### config.mk
export PLATFORM = sky130hd
export DESIGN_NAME = ram_fifo_16x8_flat
export DESIGN_NICKNAME = d
export VERILOG_FILES = /design/src/rtl/ram_fifo_ctrl_pkg.sv /design/src/rtl/ram_fifo_ctrl_if.sv /design/src/rtl/ram_16x8.sv /design/src/rtl/ram_fifo_16x8.sv /design/src/rtl/ram_fifo_ctrl.sv /design/src/flat_wrapper.sv
export SDC_FILE = /design/constraint.sdc
export NUM_CORES = 1
export LEC_CHECK = 0
export ABC_AREA = 1
export BUFFER_PORTS_ARGS = -buffer_cell sky130_fd_sc_hd__buf_4
export CAP_MARGIN = 30
export CELL_PAD_IN_SITES_DETAIL_PLACEMENT = 1
export CELL_PAD_IN_SITES_GLOBAL_PLACEMENT = 1
export CORE_MARGIN = 10
export CORE_UTILIZATION = 49
export DETAILED_ROUTE_END_ITERATION = 6
export GPL_TIMING_DRIVEN = 0
export PLACE_DENSITY = 0.79
export SLEW_MARGIN = 20
export SYNTH_ARGS = -nofsm -noshare
export SYNTH_HDL_FRONTEND = slang
export SYNTH_SLANG_ARGS = --single-unit
### constraint.sdc
create_clock -name clk -period 3.05 [get_ports clk]
set_input_delay 0.61 -clock clk [delete_from_list [all_inputs] [get_ports clk]]
set_output_delay 0.61 -clock clk [all_outputs]
set_load 0.01 [all_outputs]
### src/rtl/ram_fifo_ctrl_pkg.sv
// Shared sizing and FSM encoding for the RAM-backed FIFO controller.
package ram_fifo_ctrl_pkg;

    localparam int DW    = 8;
    localparam int AW    = 4;
    localparam int DEPTH = 2 ** AW;

    typedef enum logic {
        IDLE    = 1'b0,
        RD_WAIT = 1'b1
    } state_t;

endpackage

### src/rtl/ram_fifo_ctrl_if.sv
// Producer/consumer handshake and occupancy bundle of the RAM FIFO.
interface ram_fifo_ctrl_if #(
    parameter int DW = ram_fifo_ctrl_pkg::DW,
    parameter int AW = ram_fifo_ctrl_pkg::AW
);

    logic          wr_valid;
    logic [DW-1:0] wr_data;
    logic          wr_ready;
    logic          rd_req;
    logic          rd_ack;
    logic          rd_valid;
    logic [DW-1:0] rd_data;
    logic          full;
    logic          empty;
    logic [AW:0]   count;

    modport master (
        output wr_valid, wr_data, rd_req,
        input  wr_ready, rd_ack, rd_valid, rd_data,
        input  full, empty, count
    );

    modport slave (
        input  wr_valid, wr_data, rd_req,
        output wr_ready, rd_ack, rd_valid, rd_data,
        output full, empty, count
    );

endinterface

### src/rtl/ram_16x8.sv
// Single-port synchronous RAM, registered read, no reset on contents.
module ram_16x8 #(
    parameter int DW = ram_fifo_ctrl_pkg::DW,
    parameter int AW = ram_fifo_ctrl_pkg::AW
) (
    input  logic          clk,
    input  logic          we,
    input  logic [AW-1:0] addr,
    input  logic [DW-1:0] din,
    output logic [DW-1:0] dout
);

    logic [DW-1:0] mem [2**AW];

    always_ff @(posedge clk) begin
        if (we) begin
            mem[addr] <= din;
        end
        dout <= mem[addr];
    end

endmodule

### src/rtl/ram_fifo_16x8.sv
// FIFO controller joined to its 16x8 RAM macro.
module ram_fifo_16x8 (
    input  logic           clk,
    input  logic           rst_n,
    ram_fifo_ctrl_if.slave bus
);

    import ram_fifo_ctrl_pkg::*;

    logic          ram_wr_en;
    logic [AW-1:0] ram_addr;
    logic [DW-1:0] ram_din;
    logic [DW-1:0] ram_dout;

    ram_fifo_ctrl u_ctrl (
        .clk       (clk),
        .rst_n     (rst_n),
        .bus       (bus),
        .ram_wr_en (ram_wr_en),
        .ram_addr  (ram_addr),
        .ram_din   (ram_din),
        .ram_dout  (ram_dout)
    );

    ram_16x8 u_ram (
        .clk  (clk),
        .we   (ram_wr_en),
        .addr (ram_addr),
        .din  (ram_din),
        .dout (ram_dout)
    );

endmodule

### src/rtl/ram_fifo_ctrl.sv
// 16-entry FIFO controller arbitrating one access per cycle
// to an external single-port RAM with one-cycle read latency.
module ram_fifo_ctrl #(
    parameter int DW = ram_fifo_ctrl_pkg::DW,
    parameter int AW = ram_fifo_ctrl_pkg::AW
) (
    input  logic          clk,
    input  logic          rst_n,
    ram_fifo_ctrl_if.slave bus,
    output logic          ram_wr_en,
    output logic [AW-1:0] ram_addr,
    output logic [DW-1:0] ram_din,
    input  logic [DW-1:0] ram_dout
);

    import ram_fifo_ctrl_pkg::*;

    localparam logic [AW:0] FULL_CNT = (AW+1)'(2 ** AW);

    state_t        state;
    state_t        state_nxt;
    logic [AW-1:0] wr_ptr;
    logic [AW-1:0] rd_ptr;
    logic [AW:0]   cnt;
    logic          prio_rd;
    logic          full;
    logic          empty;
    logic          wr_elig;
    logic          rd_elig;
    logic          gnt_wr;
    logic          gnt_rd;
    logic          rd_valid_q;
    logic [DW-1:0] rd_data_q;

    assign full      = (cnt == FULL_CNT);
    assign empty     = (cnt == '0);
    assign bus.full  = full;
    assign bus.empty = empty;
    assign bus.count = cnt;

    assign bus.rd_valid = rd_valid_q;
    assign bus.rd_data  = rd_data_q;

    always_ff @(posedge clk or negedge rst_n) begin
        if (!rst_n) begin
            state <= IDLE;
        end else begin
            state <= state_nxt;
        end
    end

    always_comb begin
        state_nxt = state;
        unique case (state)
            IDLE:    if (gnt_rd) state_nxt = RD_WAIT;
            RD_WAIT: state_nxt = IDLE;
            default: state_nxt = IDLE;
        endcase
    end

    // prio_rd set means the last contended cycle went to write
    always_comb begin
        wr_elig = (state == IDLE) && bus.wr_valid && !full;
        rd_elig = (state == IDLE) && bus.rd_req && !empty;
        gnt_wr  = 1'b0;
        gnt_rd  = 1'b0;
        unique case (1'b1)
            wr_elig && rd_elig: begin
                gnt_rd = prio_rd;
                gnt_wr = !prio_rd;
            end
            wr_elig && !rd_elig: gnt_wr = 1'b1;
            rd_elig && !wr_elig: gnt_rd = 1'b1;
            default: ;
        endcase
        bus.wr_ready = gnt_wr;
        bus.rd_ack   = gnt_rd;
        ram_wr_en    = gnt_wr;
        ram_addr     = gnt_wr ? wr_ptr : rd_ptr;
        ram_din      = bus.wr_data;
    end

    always_ff @(posedge clk or negedge rst_n) begin
        if (!rst_n) begin
            wr_ptr  <= '0;
            rd_ptr  <= '0;
            cnt     <= '0;
            prio_rd <= 1'b0;
        end else begin
            if (gnt_wr) begin
                wr_ptr <= wr_ptr + 1'b1;
                cnt    <= cnt + 1'b1;
            end
            if (gnt_rd) begin
                rd_ptr <= rd_ptr + 1'b1;
                cnt    <= cnt - 1'b1;
            end
            if (wr_elig && rd_elig) begin
                prio_rd <= gnt_wr;
            end
        end
    end

    always_ff @(posedge clk or negedge rst_n) begin
        if (!rst_n) begin
            rd_valid_q <= 1'b0;
            rd_data_q  <= '0;
        end else begin
            rd_valid_q <= (state == RD_WAIT);
            if (state == RD_WAIT) begin
                rd_data_q <= ram_dout;
            end
        end
    end

endmodule

### src/flat_wrapper.sv
// flat-port wrapper written by rule: the top's interface ports become plain ports
module ram_fifo_16x8_flat import ram_fifo_ctrl_pkg::*;
  (clk, rst_n, bus_wr_valid, bus_wr_data, bus_rd_req, bus_wr_ready, bus_rd_ack, bus_rd_valid, bus_rd_data, bus_full, bus_empty, bus_count);
  ram_fifo_ctrl_if bus_i ();
  input  logic clk;
  input  logic rst_n;
  input wire logic [$bits(bus_i.wr_valid)-1:0] bus_wr_valid;
  input wire logic [$bits(bus_i.wr_data)-1:0] bus_wr_data;
  input wire logic [$bits(bus_i.rd_req)-1:0] bus_rd_req;
  output wire logic [$bits(bus_i.wr_ready)-1:0] bus_wr_ready;
  output wire logic [$bits(bus_i.rd_ack)-1:0] bus_rd_ack;
  output wire logic [$bits(bus_i.rd_valid)-1:0] bus_rd_valid;
  output wire logic [$bits(bus_i.rd_data)-1:0] bus_rd_data;
  output wire logic [$bits(bus_i.full)-1:0] bus_full;
  output wire logic [$bits(bus_i.empty)-1:0] bus_empty;
  output wire logic [$bits(bus_i.count)-1:0] bus_count;
  assign bus_i.wr_valid = bus_wr_valid;
  assign bus_i.wr_data = bus_wr_data;
  assign bus_i.rd_req = bus_rd_req;
  assign bus_wr_ready = bus_i.wr_ready;
  assign bus_rd_ack = bus_i.rd_ack;
  assign bus_rd_valid = bus_i.rd_valid;
  assign bus_rd_data = bus_i.rd_data;
  assign bus_full = bus_i.full;
  assign bus_empty = bus_i.empty;
  assign bus_count = bus_i.count;
  ram_fifo_16x8 u_core (.clk(clk), .rst_n(rst_n), .bus(bus_i));
endmodule
==> results of run 1 <==
[cell usage after synthesis (3+ instances only)]
| library cell | count | area, sq um |
|---|---|---|
| buf_6 | 11 | 124 |
| nor2_2 | 3 | 18.8 |
| xnor2_1 | 3 | 26.3 |
| dfxtp_1 | 8 | 160 |
| o21ai_2 | 3 | 26.3 |
| nand4_1 | 3 | 18.8 |
| ha_1 | 5 | 62.6 |
| nand2_1 | 294 | 1100 |
| inv_1 | 31 | 116 |
| clkbuf_1 | 4 | 15.0 |
| nor2_1 | 22 | 82.6 |
| buf_2 | 10 | 50.1 |
| nor2_4 | 3 | 33.8 |
| a21oi_1 | 4 | 20.0 |
| inv_2 | 9 | 33.8 |
| dfrtp_1 | 24 | 601 |
| mux2_2 | 8 | 90.1 |
| nand3_1 | 67 | 335 |
| nand2_2 | 8 | 50.1 |
| nand3_2 | 3 | 30.0 |
| edfxtp_1 | 128 | 3840 |
| xor2_1 | 7 | 61.3 |
[power by group through the flow]
stage / sequential [mW] / combinational (mW) / clock (mW)
after floorplan: 2.90 / 2.15 / 0
after global placement: 2.88 / 3.07 / 0
after detailed placement: 2.90 / 3.24 / 0
after CTS: 2.86 / 3.30 / 1.97
after global routing: 2.89 / 3.67 / 2.07
final: 2.86 / 3.29 / 1.94
[per-stage QoR]
stage               hold slack, ns  utilization  setup WS, ns
finish                      0.0830        0.573       0.00264
global route                0.0968        0.573        -0.204
CTS                         0.0794        0.572        0.0275
detailed placement           0.391        0.534       -0.0891
global placement             0.387        0.534       -0.0198
floorplan                    0.314            -         0.636
[per-layer routing]
metal | track usage | wire length (um) | share of wire
met1 | 0.229 | 7450 | 0.40
met2 | 0.338 | 9560 | 0.52
met3 | 0.0456 | 980 | 0.053
met4 | 0.0728 | 463 | 0.025
met5 | 0 | 0 | 0
[logic make-up after synthesis]
family                   count (synthesis)  synth area share
AND/OR/NAND/NOR                        405             0.241
flip-flops                             160             0.655
buffers and inverters                   69            0.0554
AO/OA/AOI/OAI                           11            0.0114
XOR/XNOR                                10            0.0125
multiplexers                             8            0.0128
adder cells (fa/ha/maj)                  6            0.0117
[cell usage in the layout (no fill, tap or decap), types with 3 or more instances in the layout]
cell type   instances
inv_2               9
nand2_1           294
clkbuf_1            9
ha_1                5
inv_1              31
xnor2_1             3
xor2_1              7
nand2_2             8
dfxtp_1             8
nor2_1             19
clkinv_2            3
nor2_2              6
a21oi_1             4
buf_6              11
nand4_1             3
nand3_1            67
buf_4              31
mux2_2              8
nand3_2             3
edfxtp_1          128
dfrtp_1            24
buf_2              10
clkinvlp_4          3
o21ai_2             3
clkbuf_16          17
nor2_4              3
[area by class of cell]
class / count / area (sq um) / area share
inverters: 40 / 150 / 0.0187
repair buffers: 29 / 218 / 0.0272
clock buffers: 22 / 444 / 0.0554
clock inverters: 10 / 88.8 / 0.0111
plain buffers: 29 / 239 / 0.0298
well taps: 180 / 225 / 0.0281
flip-flops and latches: 160 / 4600 / 0.575
multi-input cells: 440 / 2040 / 0.255
[registers in the layout, indices dropped and copies added (netlist names)]
signal and flops:
u_core.u_ram.dout 8, u_core.u_ctrl.wr_ptr 4, u_core.u_ctrl.bus.rd_data 8, u_core.u_ram.mem 128
u_core.u_ctrl.prio_rd 1, u_core.u_ctrl.bus.rd_valid 1, u_core.u_ctrl.rd_ptr 4, u_core.u_ctrl.state 1
u_core.u_ctrl.bus.count 5
[worst paths after layout]
kind / to / slack, ns / cells after the start
hold reg to reg: u_core.u_ctrl.bus.rd_valid / 0.40 / 0
max in group asynchronous: u_core.u_ctrl.wr_ptr[1] / 2.72 / 1
setup / recovery: u_core.u_ram.mem[7][0] / 0.003 / 9
setup reg to reg: u_core.u_ram.mem[7][0] / 0.003 / 9
hold / removal: u_core.u_ctrl.state / 0.08 / 1
min in group clk: u_core.u_ctrl.bus.rd_valid / 0.40 / 0
[what timing repair did]
item                       CTS  global route
setup endpoints to repair    0            64
hold buffers                 0             0
resized for setup            0             3
==> flow_summary_export.csv, run 1 <==
group,metric,value,unit
worst_setup_path,critPathMaxFanout,10,
logic_synthesis,ys_ff_latch,160,
timing,fin_crit_sh,0.999,
clock_tree,cts_setup_buffers,0,
clock_tree,clkTransAtPathRegs,0.06,ns
global_routing,first_global_vias,5302,
logic_synthesis,synthArstFlopShare,0.150,
worst_setup_path,r2r_start,"u_core.u_ctrl.state",
worst_setup_path,cp-start-kind,"flop",
job,cap_violations,0,
finish,final_cells,910,
global_routing,grt_first_pass_wirelength,29300,um
clock_tree,cts-root-buf,"clkbuf_16",
pwr,powerDensity,1010,mW/mm^2
drt,drc,0,
finish,final_area,0.00801,sq mm
logic_synthesis,syn_avg_cell_area,10.5,sq um
logic_synthesis,synthFlopType,"edfxtp_1",
timing,worst_pin_slew,0.897,ns
worst_setup_path,crit_path_end_kind,"flop",
clock_tree,cts_made_buffers,17,
finish,fill_cells,1520,
pwr,switching_power,3.18,mW
timing,finalMaxSlewViolations,0,
pwr,power_frac_comb,0.407,
clock_tree,clock_latency,0.43,ns
worst_setup_path,cp_slowest_cell,"nor2_1",
logic_synthesis,yosys_warnings,0,
finish,layout-drive-gt1-share,0.168,
placement,gp_congestion,0.834,
run_status,status,"finished, final reports clean",
clock_tree,tritoncts,"done",
die,start_util,0.503,
logic_synthesis,yosysSeqAreaShare,0.655,
pwr,cell_internal_pwr,4.91,mW
drt,vias_per_cell,5.36,
logic_synthesis,synth.net_count,687,
timing,rsz0062_at_grt,"true",
placement,dp_cells,878,
clock_tree,clockBufferDepth,2,
placement,dp_hpwl,12600,um
worst_hold_path,hold_path.class,"input pin to async pin",
pwr,leakagePower,3.46,nW
timing,period_minus_slack,3.05,ns
timing,fin_setup_tns,0,ns
logic_synthesis,syn_inst,669,
finish,n_antenna_cell,0,
die,ioPinCount,30,
global_routing,overflow,0,
die,dieArea,0.0195,sq mm
worst_setup_path,cpLargestDelayFamily,"simple AND/OR/NAND/NOR gates",
drt,drt-initial-drc-count,433,
placement,place_area,0.00747,sq mm
pwr,p_total,8.09,mW
pwr,power.share.clock,0.240,
pwr,swShare,0.393,
logic_synthesis,synth_area,0.00703,sq mm
worst_setup_path,worstSetupStartpoint,"u_core.u_ctrl.state",
logic_synthesis,post_synth_num_cell_types,30,
global_routing,grt_max_degree,25,
drt,wl,18500,um
drt,vias,4880,
drt,drt-pass1-iter-count,5,
worst_setup_path,cp_slowest_stage_delay,0.69,ns
worst_setup_path,cp_num_buf_inv,3,
timing,finalHoldViolations,0,
clock_tree,htreeDepth,4,
logic_synthesis,synth_edf_count,128,
timing,setup_viol,0,
finish,final_nets,735,
worst_setup_path,worstPathRequired,3.10,ns
worst_setup_path,cp.arrival,3.10,ns
drt,ant_nets,0,
worst_setup_path,crit_chain,"buf_6 > nor2_2 > nand2_2 > inv_2 > o21ai_4 > o21ai_2 > buf_2 > nand4_1 > nor2_1",
timing,finClkSkew,0.0125,ns
die,design.core.area,0.0140,sq mm
die,die_y,140,um
timing,relSlewSlack,0.400,
timing,fmax,328,MHz
die,fp-row-count,43,
clock_tree,clkSinkCount,160,
pwr,p_seq_frac,0.353,
pwr,vdd_drop_max,0.000469,V
die,die_w,140,um
worst_setup_path,crit_type,"flop to flop",
finish,syn_to_final_growth,14.0,%
placement,io_buffer_count,29,
global_routing,antenna_found_initial,0,
global_routing,grt_usage,0.195,
drt,wl_per_cell,20.3,um
No activity file was read; power rests on OpenSTA's default activity.
==> run 2: changes to the inputs <==
- CORE_MARGIN: 10 -> 4
==> run 2 against run 1 <==
Against the previous run: design area up 0.58%; cell count did not move; critical path type unchanged; global-route usage up 4.4 points; clock power up 5%; hold slack about the same; combinational power barely moved; sequential power hardly changed; maximum frequency grew 0.68%.
==> flow_summary_export.csv, run 2 (synthesis results as in run 1) <==
group,metric,value,unit
pwr,switching_power,3.17,mW
worst_setup_path,ff2ff_setup_slack,0.02,ns
die,die_y,128,um
clock_tree,cts_made_buffers,17,
worst_setup_path,worstSetupStartpoint,"u_core.u_ctrl.state",
global_routing,antenna_found_initial,0,
clock_tree,cts-root-buf,"clkbuf_16",
die,start_util,0.503,
pwr,p_seq_frac,0.351,
worst_setup_path,crit_path_end_kind,"flop",
clock_tree,clock_latency,0.43,ns
timing,fin_ws,0.0232,ns
finish,layout_commonest_cell,"nand2_1",
global_routing,use_met1,0.295,
pwr,p_total,8.15,mW
global_routing,first_global_vias,5276,
pwr,leakagePower,3.49,nW
drt,drt-pass1-iter-count,5,
global_routing,busiest_layer,"met2",
worst_setup_path,cp-start-kind,"flop",
worst_hold_path,hold_path.class,"input pin to async pin",
worst_setup_path,worst_r2r_path_depth,9,
clock_tree,htreeDepth,4,
pwr,power_frac_comb,0.401,
clock_tree,clkTransAtPathRegs,0.06,ns
worst_setup_path,cp.arrival,3.08,ns
global_routing,grt_first_pass_wirelength,28900,um
drt,wl_per_cell,20.1,um
clock_tree,tritoncts,"done",
placement,dp_cells,878,
global_routing,use_met2,0.419,
global_routing,overflow,0,
placement,dp_hpwl,12300,um
die,ioPinCount,30,
die,design.core.area,0.0140,sq mm
timing,setup_viol,0,
clock_tree,clkSinkCount,160,
worst_setup_path,r2r_end,"u_core.u_ram.mem[10][1]",
placement,io_buffer_count,29,
placement,pre_cts_slack,-0.115,ns
timing,period_minus_slack,3.03,ns
run_status,status,"finished, final reports clean",
timing,fin_crit_sh,0.992,
timing,worst_pin_slew,0.918,ns
finish,multi_input_area,0.00206,sq mm
clock_tree,clockBufferDepth,2,
finish,final_cells,910,
worst_setup_path,crit_end,"u_core.u_ram.mem[10][1]",
timing,finClkSkew,0.00978,ns
drt,vias,4856,
placement,gp_congestion,0.859,
drt,ant_nets,0,
drt,wl,18300,um
worst_setup_path,crit_type,"flop to flop",
finish,syn_to_final_growth,14.6,%
worst_setup_path,worstPathRequired,3.10,ns
timing,relSlewSlack,0.386,
timing,fmax,330,MHz
drt,vias_per_cell,5.34,
job,cap_violations,0,
drt,drt-initial-drc-count,325,
finish,fill_cells,1542,
worst_setup_path,r2r_start,"u_core.u_ctrl.state",
die,fp-row-count,43,
finish,regArea,0.00460,sq mm
timing,finalHoldViolations,0,
pwr,cell_internal_pwr,4.98,mW
pwr,powerDensity,1010,mW/mm^2
finish,n_antenna_cell,0,
global_routing,grt_max_degree,25,
die,die_w,128,um
finish,layout_common_cells,"294 x nand2_1, 128 x edfxtp_1, 67 x nand3_1",
pwr,swShare,0.389,
drt,drc,0,
global_routing,grt_usage,0.239,
finish,largest_register,"u_core.u_ram.mem",
worst_setup_path,critPathMaxFanout,10,
timing,rsz0062_at_grt,"true",
pwr,power.share.clock,0.249,
die,dieArea,0.0163,sq mm
finish,final_nets,735,
finish,largest_register_ffs,128,
global_routing,use_met3,0.0504,
timing,finalMaxSlewViolations,0,
pwr,vdd_drop_max,0.000461,V
finish,layout-drive-gt1-share,0.175,
[run 2: changes by cell type in the layout (fill, tap and decap cells not counted), sizes merged]
| cell | delta |
|---|---|
| clkinvlp | -1 |
| clkbuf | +3 |
| bufinv | -1 |
| clkinv | -2 |
| inv | +1 |
[run 2: power groups by stage]
stage          Clock, mW  Sequential [mW]  Combinational (mW)
3_3_place_gp           0             2.88                3.06
3_5_place_dp           0             2.90                3.20
2_1_floorplan          0             2.90                2.15
6_report            2.03             2.86                3.27
4_1_cts             2.05             2.86                3.28
5_1_grt             2.17             2.89                3.64
[run 2: metal layers]
layer	vias up	share of wire	routed length (um)
li1	2289	-	-
met1	2415	0.41	7560
met2	124	0.52	9580
met3	28	0.040	728
met4	0	0.023	416
met5	-	0	0
[run 2: layout make-up]
| type | count | share of cell area |
|---|---|---|
| timing repair buffer | 29 | 0.0270 |
| inverter | 40 | 0.0186 |
| sequential | 160 | 0.571 |
| buffer | 29 | 0.0297 |
| clock buffer | 25 | 0.0643 |
| multi-input combinational | 440 | 0.255 |
| tap | 180 | 0.0279 |
| clock inverter | 7 | 0.00605 |
[run 2: worst min path at each step]
stage,to,slack [ns],cells after the start
floorplan,u_core.u_ctrl.bus.count[0],0.31,0
global placement,u_core.u_ctrl.bus.rd_valid,0.39,0
detailed placement,u_core.u_ctrl.bus.rd_valid,0.40,0
CTS,u_core.u_ctrl.bus.count[1],0.09,1
global route,u_core.u_ctrl.bus.count[0],0.09,1
finish,u_core.u_ctrl.bus.count[1],0.08,1
[run 2: worst max-delay path: stages (launching register included)]
cell and delay [ns]:
dfrtp_1 0.39, buf_6 0.16, nor2_2 0.16, nand2_2 0.09, inv_2 0.09, o21ai_4 0.10
o21ai_2 0.39, buf_2 0.32, nand3_1 0.28, nor2_1 0.67
[run 2: through the flow]
stage	setup TNS, ns	utilization	hold WS, ns	instance area (sq um)
finish	0	0.576	0.0828	8060
floorplan	0	-	0.314	7030
CTS	0	0.575	0.0877	8040
global route	-4.38	0.576	0.0938	8060
detailed placement	-4.00	0.534	0.396	7470
global placement	-1.35	0.534	0.386	7470
[run 2: timing repair]
item,in CTS,in global routing
gates resized for setup,0,7
buffers inserted,0,0
hold buffers,0,0
setup endpoints to repair,0,67
